### config.mk
export PLATFORM = sky130hd
export DESIGN_NAME = alu_exec_unit
export DESIGN_NICKNAME = d
export VERILOG_FILES = /design/src/rtl/alu_exec_unit.sv
export SDC_FILE = /design/constraint.sdc
export NUM_CORES = 1
export LEC_CHECK = 0
export CAP_MARGIN = 20
export CELL_PAD_IN_SITES_DETAIL_PLACEMENT = 1
export CELL_PAD_IN_SITES_GLOBAL_PLACEMENT = 2
export CORE_ASPECT_RATIO = 0.75
export CORE_UTILIZATION = 30
export CTS_CLUSTER_DIAMETER = 100
export DETAILED_ROUTE_END_ITERATION = 8
export PLACE_DENSITY = 0.85
export SLEW_MARGIN = 10
export SYNTH_ARGS = -nofsm -noshare
export SYNTH_HDL_FRONTEND = slang
export SYNTH_SLANG_ARGS = --single-unit
### constraint.sdc
create_clock -name clk -period 6.94 [get_ports clk]
set_clock_uncertainty 0.2 [all_clocks]
set_input_delay 1.388 -clock clk [delete_from_list [all_inputs] [get_ports clk]]
set_output_delay 1.388 -clock clk [all_outputs]
set_load 0.1 [all_outputs]
### src/rtl/alu_exec_unit.sv
// Handshaked integer execution unit: single-cycle ALU ops plus optional iterative MUL/DIV.
// Build with ALU_MULDIV_EN defined to include the multiply/divide datapath and its FSM.
module alu_exec_unit #(
  parameter int WIDTH = 32,
  parameter int TAG_W = 6
) (
  input  logic             clk,
  input  logic             rst,
  input  logic             flush,
  input  logic             in_valid,
  output logic             in_ready,
  input  logic [WIDTH-1:0] in_op1,
  input  logic [WIDTH-1:0] in_op2,
  input  logic [3:0]       in_func,
  input  logic [TAG_W-1:0] in_tag,
  output logic             out_valid,
  input  logic             out_ready,
  output logic [WIDTH-1:0] out_result,
  output logic [TAG_W-1:0] out_tag,
  output logic             busy
);

  // Handshake: a transfer happens on any edge where valid & ready are both high;
  // valid never waits on ready, and the output register only changes on a drain or a load.

  localparam int SH_W = $clog2(WIDTH);

  localparam logic [3:0] OP_ADD   = 4'd0;
  localparam logic [3:0] OP_SUB   = 4'd1;
  localparam logic [3:0] OP_AND   = 4'd2;
  localparam logic [3:0] OP_OR    = 4'd3;
  localparam logic [3:0] OP_XOR   = 4'd4;
  localparam logic [3:0] OP_SLT   = 4'd5;
  localparam logic [3:0] OP_SLTU  = 4'd6;
  localparam logic [3:0] OP_SLL   = 4'd7;
  localparam logic [3:0] OP_SRL   = 4'd8;
  localparam logic [3:0] OP_SRA   = 4'd9;
  localparam logic [3:0] OP_MUL   = 4'd10;
  localparam logic [3:0] OP_MULHU = 4'd11;
  localparam logic [3:0] OP_DIV   = 4'd12;
  localparam logic [3:0] OP_DIVU  = 4'd13;
  localparam logic [3:0] OP_REM   = 4'd14;
  localparam logic [3:0] OP_REMU  = 4'd15;

  logic             accept;
  logic [SH_W-1:0]  shamt;
  logic [WIDTH-1:0] alu_res;
  logic             ld_alu;
  logic             ld_fin;
  logic [WIDTH-1:0] fin_res;
  logic [TAG_W-1:0] fin_tag;

  logic             out_valid_q, out_valid_d;
  logic [WIDTH-1:0] out_result_q, out_result_d;
  logic [TAG_W-1:0] out_tag_q, out_tag_d;

  assign accept = in_valid & in_ready;
  assign shamt  = in_op2[SH_W-1:0];

  always_comb begin
    alu_res = '0;
    case (in_func)
      OP_ADD:  alu_res = in_op1 + in_op2;
      OP_SUB:  alu_res = in_op1 - in_op2;
      OP_AND:  alu_res = in_op1 & in_op2;
      OP_OR:   alu_res = in_op1 | in_op2;
      OP_XOR:  alu_res = in_op1 ^ in_op2;
      OP_SLT:  alu_res = {{(WIDTH-1){1'b0}}, $signed(in_op1) < $signed(in_op2)};
      OP_SLTU: alu_res = {{(WIDTH-1){1'b0}}, in_op1 < in_op2};
      OP_SLL:  alu_res = in_op1 << shamt;
      OP_SRL:  alu_res = in_op1 >> shamt;
      OP_SRA:  alu_res = $unsigned($signed(in_op1) >>> shamt);
      default: alu_res = '0;
    endcase
  end

`ifdef ALU_MULDIV_EN
  typedef enum logic [1:0] {
    ST_IDLE = 2'd0,
    ST_BUSY = 2'd1,
    ST_DONE = 2'd2
  } state_t;

  state_t           state_q, state_d;
  logic [WIDTH-1:0] hi_q, hi_d;
  logic [WIDTH-1:0] lo_q, lo_d;
  logic [WIDTH-1:0] opnd_q, opnd_d;
  logic [SH_W-1:0]  cnt_q, cnt_d;
  logic [3:0]       func_q, func_d;
  logic [TAG_W-1:0] tag_q, tag_d;
  logic             neg_q, neg_d;
  logic             rneg_q, rneg_d;

  logic             in_is_muldiv, in_is_mul, in_is_signed, op1_neg, op2_neg;
  logic             step_mul;
  logic [WIDTH-1:0] step_hi, step_lo, step_opnd, nxt_hi, nxt_lo;
  logic [WIDTH:0]   mul_sum, div_shift, div_diff;

  assign in_is_muldiv = in_func inside {OP_MUL, OP_MULHU, OP_DIV, OP_DIVU, OP_REM, OP_REMU};
  assign in_is_mul    = in_func inside {OP_MUL, OP_MULHU};
  assign in_is_signed = in_func inside {OP_DIV, OP_REM};
  assign op1_neg      = in_is_signed & in_op1[WIDTH-1];
  assign op2_neg      = in_is_signed & in_op2[WIDTH-1];

  // The accept edge already performs the first iteration straight from the issue
  // operands, which keeps accept-to-valid at WIDTH+1 including the DONE load.
  always_comb begin
    if (state_q == ST_IDLE) begin
      step_mul  = in_is_mul;
      step_hi   = '0;
      step_lo   = op1_neg ? -in_op1 : in_op1;
      step_opnd = op2_neg ? -in_op2 : in_op2;
    end else begin
      step_mul  = func_q inside {OP_MUL, OP_MULHU};
      step_hi   = hi_q;
      step_lo   = lo_q;
      step_opnd = opnd_q;
    end
  end

  // Multiply: {hi,lo} shifts right, adding the multiplicand into hi when lo[0] is set.
  // Divide: {hi,lo} shifts left, restoring when the trial subtraction borrows.
  always_comb begin
    mul_sum   = {1'b0, step_hi} + (step_lo[0] ? {1'b0, step_opnd} : {(WIDTH+1){1'b0}});
    div_shift = {step_hi, step_lo[WIDTH-1]};
    div_diff  = div_shift - {1'b0, step_opnd};
    if (step_mul) begin
      nxt_hi = mul_sum[WIDTH:1];
      nxt_lo = {mul_sum[0], step_lo[WIDTH-1:1]};
    end else begin
      nxt_hi = div_diff[WIDTH] ? div_shift[WIDTH-1:0] : div_diff[WIDTH-1:0];
      nxt_lo = {step_lo[WIDTH-2:0], ~div_diff[WIDTH]};
    end
  end

  always_comb begin
    fin_res = '0;
    case (func_q)
      OP_MUL:          fin_res = lo_q;
      OP_MULHU:        fin_res = hi_q;
      OP_DIV, OP_DIVU: fin_res = neg_q ? -lo_q : lo_q;
      OP_REM, OP_REMU: fin_res = rneg_q ? -hi_q : hi_q;
      default:         fin_res = '0;
    endcase
  end

  always_comb begin
    state_d = state_q;
    hi_d    = hi_q;
    lo_d    = lo_q;
    opnd_d  = opnd_q;
    cnt_d   = cnt_q;
    func_d  = func_q;
    tag_d   = tag_q;
    neg_d   = neg_q;
    rneg_d  = rneg_q;
    case (state_q)
      ST_IDLE: begin
        if (accept && in_is_muldiv) begin
          state_d = ST_BUSY;
          hi_d    = nxt_hi;
          lo_d    = nxt_lo;
          opnd_d  = step_opnd;
          cnt_d   = SH_W'(1);
          func_d  = in_func;
          tag_d   = in_tag;
          // A zero divisor keeps the unsigned all-ones quotient, so no negation then.
          neg_d   = (op1_neg ^ op2_neg) & (in_op2 != '0);
          rneg_d  = op1_neg;
        end
      end
      ST_BUSY: begin
        hi_d  = nxt_hi;
        lo_d  = nxt_lo;
        cnt_d = cnt_q + SH_W'(1);
        if (cnt_q == SH_W'(WIDTH-1)) state_d = ST_DONE;
      end
      ST_DONE: state_d = ST_IDLE;
      default: state_d = ST_IDLE;
    endcase
    if (flush) state_d = ST_IDLE;
  end

  always_ff @(posedge clk) begin
    if (rst) begin
      state_q <= ST_IDLE;
      hi_q    <= '0;
      lo_q    <= '0;
      opnd_q  <= '0;
      cnt_q   <= '0;
      func_q  <= '0;
      tag_q   <= '0;
      neg_q   <= 1'b0;
      rneg_q  <= 1'b0;
    end else begin
      state_q <= state_d;
      hi_q    <= hi_d;
      lo_q    <= lo_d;
      opnd_q  <= opnd_d;
      cnt_q   <= cnt_d;
      func_q  <= func_d;
      tag_q   <= tag_d;
      neg_q   <= neg_d;
      rneg_q  <= rneg_d;
    end
  end

  assign in_ready = (state_q == ST_IDLE) & (~out_valid_q | out_ready) & ~flush;
  assign busy     = (state_q == ST_BUSY);
  assign ld_alu   = accept & ~in_is_muldiv;
  assign ld_fin   = (state_q == ST_DONE) & ~flush;
  assign fin_tag  = tag_q;
`else
  assign in_ready = (~out_valid_q | out_ready) & ~flush;
  assign busy     = 1'b0;
  assign ld_alu   = accept;
  assign ld_fin   = 1'b0;
  assign fin_res  = '0;
  assign fin_tag  = '0;
`endif

  always_comb begin
    out_valid_d  = out_valid_q & ~out_ready;
    out_result_d = out_result_q;
    out_tag_d    = out_tag_q;
    if (ld_alu) begin
      out_valid_d  = 1'b1;
      out_result_d = alu_res;
      out_tag_d    = in_tag;
    end
    if (ld_fin) begin
      out_valid_d  = 1'b1;
      out_result_d = fin_res;
      out_tag_d    = fin_tag;
    end
    if (flush) out_valid_d = 1'b0;
  end

  always_ff @(posedge clk) begin
    if (rst) begin
      out_valid_q  <= 1'b0;
      out_result_q <= '0;
      out_tag_q    <= '0;
    end else begin
      out_valid_q  <= out_valid_d;
      out_result_q <= out_result_d;
      out_tag_q    <= out_tag_d;
    end
  end

  assign out_valid  = out_valid_q;
  assign out_result = out_result_q;
  assign out_tag    = out_tag_q;

endmodule

After elaboration in Yosys (flattened, before gate mapping)

Cells that the tools add are included.

Logic and storage cells: 33
Input port bits: 79
Register bits: 39

Add/sub/neg operators: 2
Shift operators: 3
Equality and inequality tests: 9
Magnitude comparators: 2
Reduce and logical (&&, ||, !) cells: 2
Bitwise logic cells: 10
Mux-type cells: 2

Operator list:

| cell               | number |
|---|---|
| $pmux 32 s10       | 1 |
| $lt 32x32->1       | 2 |
| $add 32x32->32     | 1 |
| $and 32x32->32     | 1 |
| $or 32x32->32      | 1 |
| $shl 32x5->32      | 1 |
| $shr 32x5->32      | 1 |
| $sshr 32x5->32     | 1 |
| $sub 32x32->32     | 1 |
| $xor 32x32->32     | 1 |
| $eq 4x3->1 const B | 4 |
| $eq 4x2->1 const B | 2 |
| $eq 4x4->1 const B | 2 |
| $eq 4x1->1 const B | 1 |
| $logic_not 4->1    | 1 |
| $and 1x1->1        | 3 |
| $not 1->1          | 3 |
| $reduce_or 2->1    | 1 |
| $mux 1             | 1 |
| $or 1x1->1         | 1 |

Depth between registers and ports, before layout

Word-level depth: 5
Mapped depth: 15
Mapped depth without buffers: 13

Worst setup path before layout

Ideal clock, no wire load.

Path type: input-to-reg
Start: in in_op2[2]
End: reg out_result_q[25], in the netlist out_result[25]
Library setup time: 126 ps
Stages on the path: 15
Path slack: 2063 ps
Arrival: 4551 ps
Cell sequence: clkbuf_1 inv_2 buf_2 buf_1 ha_1 buf_2 nor3_2 o311ai_1 a211oi_2 o21ai_1 a31oi_1 nor2_1 o311a_1 a2111oi_2 o22ai_1

Cells in the longest elaborated chain, start to end: 2

RTL lines:

| what                                   | RTL line | RTL |
|---|---|---|
| start: declaration                     | 13       | `input logic [WIDTH-1:0] in_op2,` |
| $sub 32x32->32 (tied with other cells) | 64       | `OP_SUB: alu_res = in_op1 - in_op2;` |
| $pmux 32 s10 *                         | 62       | `case (in_func)` |
| end signal: assignment                 | 246      | `out_result_q <= out_result_d;` |
| end: declaration                       | 54       | `logic [WIDTH-1:0] out_result_q, out_result_d;` |

Every way passes the cells marked *; elsewhere a longest branch is shown, timed or not.
A chain may end at the register's enable or synchronous reset.

Final worst setup path

Start: in in_op1[7]
End: reg out_result_q[30], in the netlist out_result[30]

Cells in the longest elaborated chain, start to end: 2

RTL lines:

| what                                   | RTL line | RTL |
|---|---|---|
| start: declaration                     | 12       | `input logic [WIDTH-1:0] in_op1,` |
| $sub 32x32->32 (tied with other cells) | 64       |  |
| $pmux 32 s10 *                         | 62       |  |

Marks and branches as above.

==> reports/metrics.yaml <==
clock_tree:
  h-tree-depth: 2
  clk_pin_slew_ps: 70
  cts_tree: "yes"
  cts_buffer_depth: 2
  cts_resized: 0
  insertion_delay_ps: 310
  hold_buffers: 0
  cts-root-buf: "clkbuf_16"
  cts_setup_buffers: 0
  numCtsBuffers: 5
  cts.sinks: 39
power_and_ir_drop:
  p_leak_uw: 0.00454
  ir_drop_mv: 0.0811
  p_per_area_mw_per_mm2: 125
  power_uw: 1450
yosys:
  synth_area_leader_cell: "mux4_2"
  ys_top_cells_by_area: "mux4_2 (15%), ha_1 (12%), dfxtp_1 (7.9%), a21oi_1 (7.0%), nor2_1 (6.2%)"
  synthArstFlopShare_pct: 0
  syn-cell-area_mm2: 0.00993
  netlist.area_leader.share_pct: 15.4
  synth_top_flop_cell: "dfxtp_1"
  ys_seq_area_share_pct: 7.86
  avgSynthCellArea_um2: 7.32
  synth_seq_cells: 39
  ys_warn_count: 0
  synth_edf_count: 0
  synthCells: 1356
  synth_cell_types: 84
  synth_nets: 1534
die:
  die_h_um: 160
  dieArea_mm2: 0.0338
  start_util_pct: 30.6
  ios: 120
  coreArea_mm2: 0.0324
  fp.dieW_um: 212
  row_count: 57
critical_path:
  arrival_ps: 5130
  worstPathRequired_ps: 6980
  rrSetupSlack_ps: 3870
  reg2reg_to: "out_result[29]"
  crit_path_start_kind: "primary input"
  reg2reg_depth: 9
  critPathCaptureType: "register"
  crit_start: "in_op1[7]"
  critPathKind: "in2reg"
  worstReg2RegStart: "out_valid"
  path_max_fanout: 12
  cp-endpoint: "out_result[30]"
final_layout:
  seqCellArea_um2: 781
  final_cell_area_mm2: 0.0116
  fill_cells: 3983
  final-instance-count-excl-fill: 1845
  multi_input_area_mm2: 0.00836
  nets: 1578
  area_delta_synth_final_pct: 16.7
  drive_gt1_share_pct: 10.1
grt:
  grt_max_degree: 70
  grt_pass1_wl_mm: 73.2
  grt_pass1_vias: 11300
  grtUsageTotal_pct: 28.7
  overflow: 0
  antenna_found_initial: 3
sta:
  max_freq_ghz: 0.196
  rsz0062_at_grt: "false"
  drv_slew: 0
  maxSlewHeadroom_pct: 22.0
  worstMarginPinSlew_ps: 1170
  period_needed_ps: 5090
  finalSetupViolCount: 0
  tns_ps: 0
  whs_ps: 258
  period_share_pct: 73.4
  hold_viol_final: 0
min_path:
  whs_path_depth: 2
  hp-class: "reg2reg"
drt:
  wl_per_cell_um: 26.4
  dr_total_vias: 11700
  wirelength_mm: 48.7
  antenna_left: 0
  first_pass_iters: 5
  via_per_inst: 6.34
  dr.first_iter.drc_count: 1284
  drc: 0
placement:
  io_buffers: 118
  place_area_mm2: 0.0114
  hpwl_mm: 37.8
  dp_cells: 1835
  gp_congestion: 0.995
run:
  drv_cap: 0
status:
  status: "completed"
[worst min-delay path by stage]
stage                         startpoint              to  slack (ps)
after floorplan           out_result[18]  out_result[18]         680
after global placement     out_result[4]   out_result[4]         240
after detailed placement   out_result[1]   out_result[1]         250
final                      out_result[1]   out_result[1]         260
after global routing       out_result[1]   out_result[1]         290
after CTS                  out_result[1]   out_result[1]         260
[worst max-delay path: stages]
cell	delay [ps]
clkdlybuf4s50_1	710
inv_1	80
ha_1	520
nor2b_1	100
or4_1	470
o2111ai_1	400
a211o_1	380
o31ai_1	150
a221oi_1	440
nor3b_1	250
o211ai_1	110
o211ai_1	130
[stage by stage]
stage / setup slack (ps) / util, %
2_1_floorplan: 2060 / -
6_report: 1850 / 35.7
3_5_place_dp: 1590 / 35.1
5_1_grt: 1490 / 35.7
4_1_cts: 1900 / 35.7
3_3_place_gp: 1710 / 35.1
[layout by cell type, fill, tap and decap left out, types with 15 or more instances in the layout]
cell type	instances
a211oi_1	20
a21o_1	15
a21oi_1	138
a221oi_1	28
a31oi_1	15
buf_4	26
clkdlybuf4s50_1	111
dfxtp_1	39
ha_1	97
inv_1	91
mux2i_1	32
mux4_2	68
nand2_1	125
nand3_1	27
nor2_1	163
nor3_1	40
o211ai_1	25
o21ai_0	78
o21bai_1	15
o31ai_1	17
[Yosys cell counts, drive strengths merged, types with 15 or more instances]
library cell and n:
o21bai 15, mux4 68, mux2i 32, inv 93, buf 38, clkbuf 68, nor2 163, nand3 27
nor3 44, a211oi 21, a221oi 30, o21ai 82, o211ai 25, nand2 126, a31oi 15, a21o 15
o31ai 18, ha 97, dfxtp 39, a21oi 140
[where the power goes]
group | switching, uW | total, uW | leakage (uW) | internal (uW)
clock | 122 | 329 | 0.0000900 | 207
sequential | 5.71 | 236 | 0.000316 | 231
combinational | 573 | 885 | 0.00413 | 312
[state kept, by name, indices dropped and copies added, names as in the netlist]
register    flops
out_result     32
out_tag         6
out_valid       1
[cell type report]
class | instances | area share, %
sequential | 39 | 6.74
timing repair buffer | 143 | 11.5
clock inverter | 3 | 0.583
clock buffer | 5 | 1.08
inverter | 96 | 3.11
multi-input combinational | 1115 | 72.1
tap | 442 | 4.77
antenna | 2 | 0.0432
[logic make-up after synthesis]
logic type      count (synthesis)  synth area share, %
compound gates                458                 30.7
xor+xnor                       13                 1.15
other cells                     1               0.0378
buf+inv                       202                 8.14
flops                          39                 7.86
fa+ha+maj                      99                 12.6
mux                           107                 19.4
simple gates                  437                 20.0
[per-layer routing]
| layer | global-route usage [%] | vias up | part of all wire [%] |
|---|---|---|---|
| met1 | 41.6 | 5784 | 44 |
| met2 | 39.7 | 677 | 40 |
| met5 | 0 | - | 0.027 |
| met4 | 9.29 | 2 | 3.5 |
| met3 | 8.62 | 81 | 12 |
| li1 | - | 5160 | - |
No activity file was read; power rests on OpenSTA's default activity.
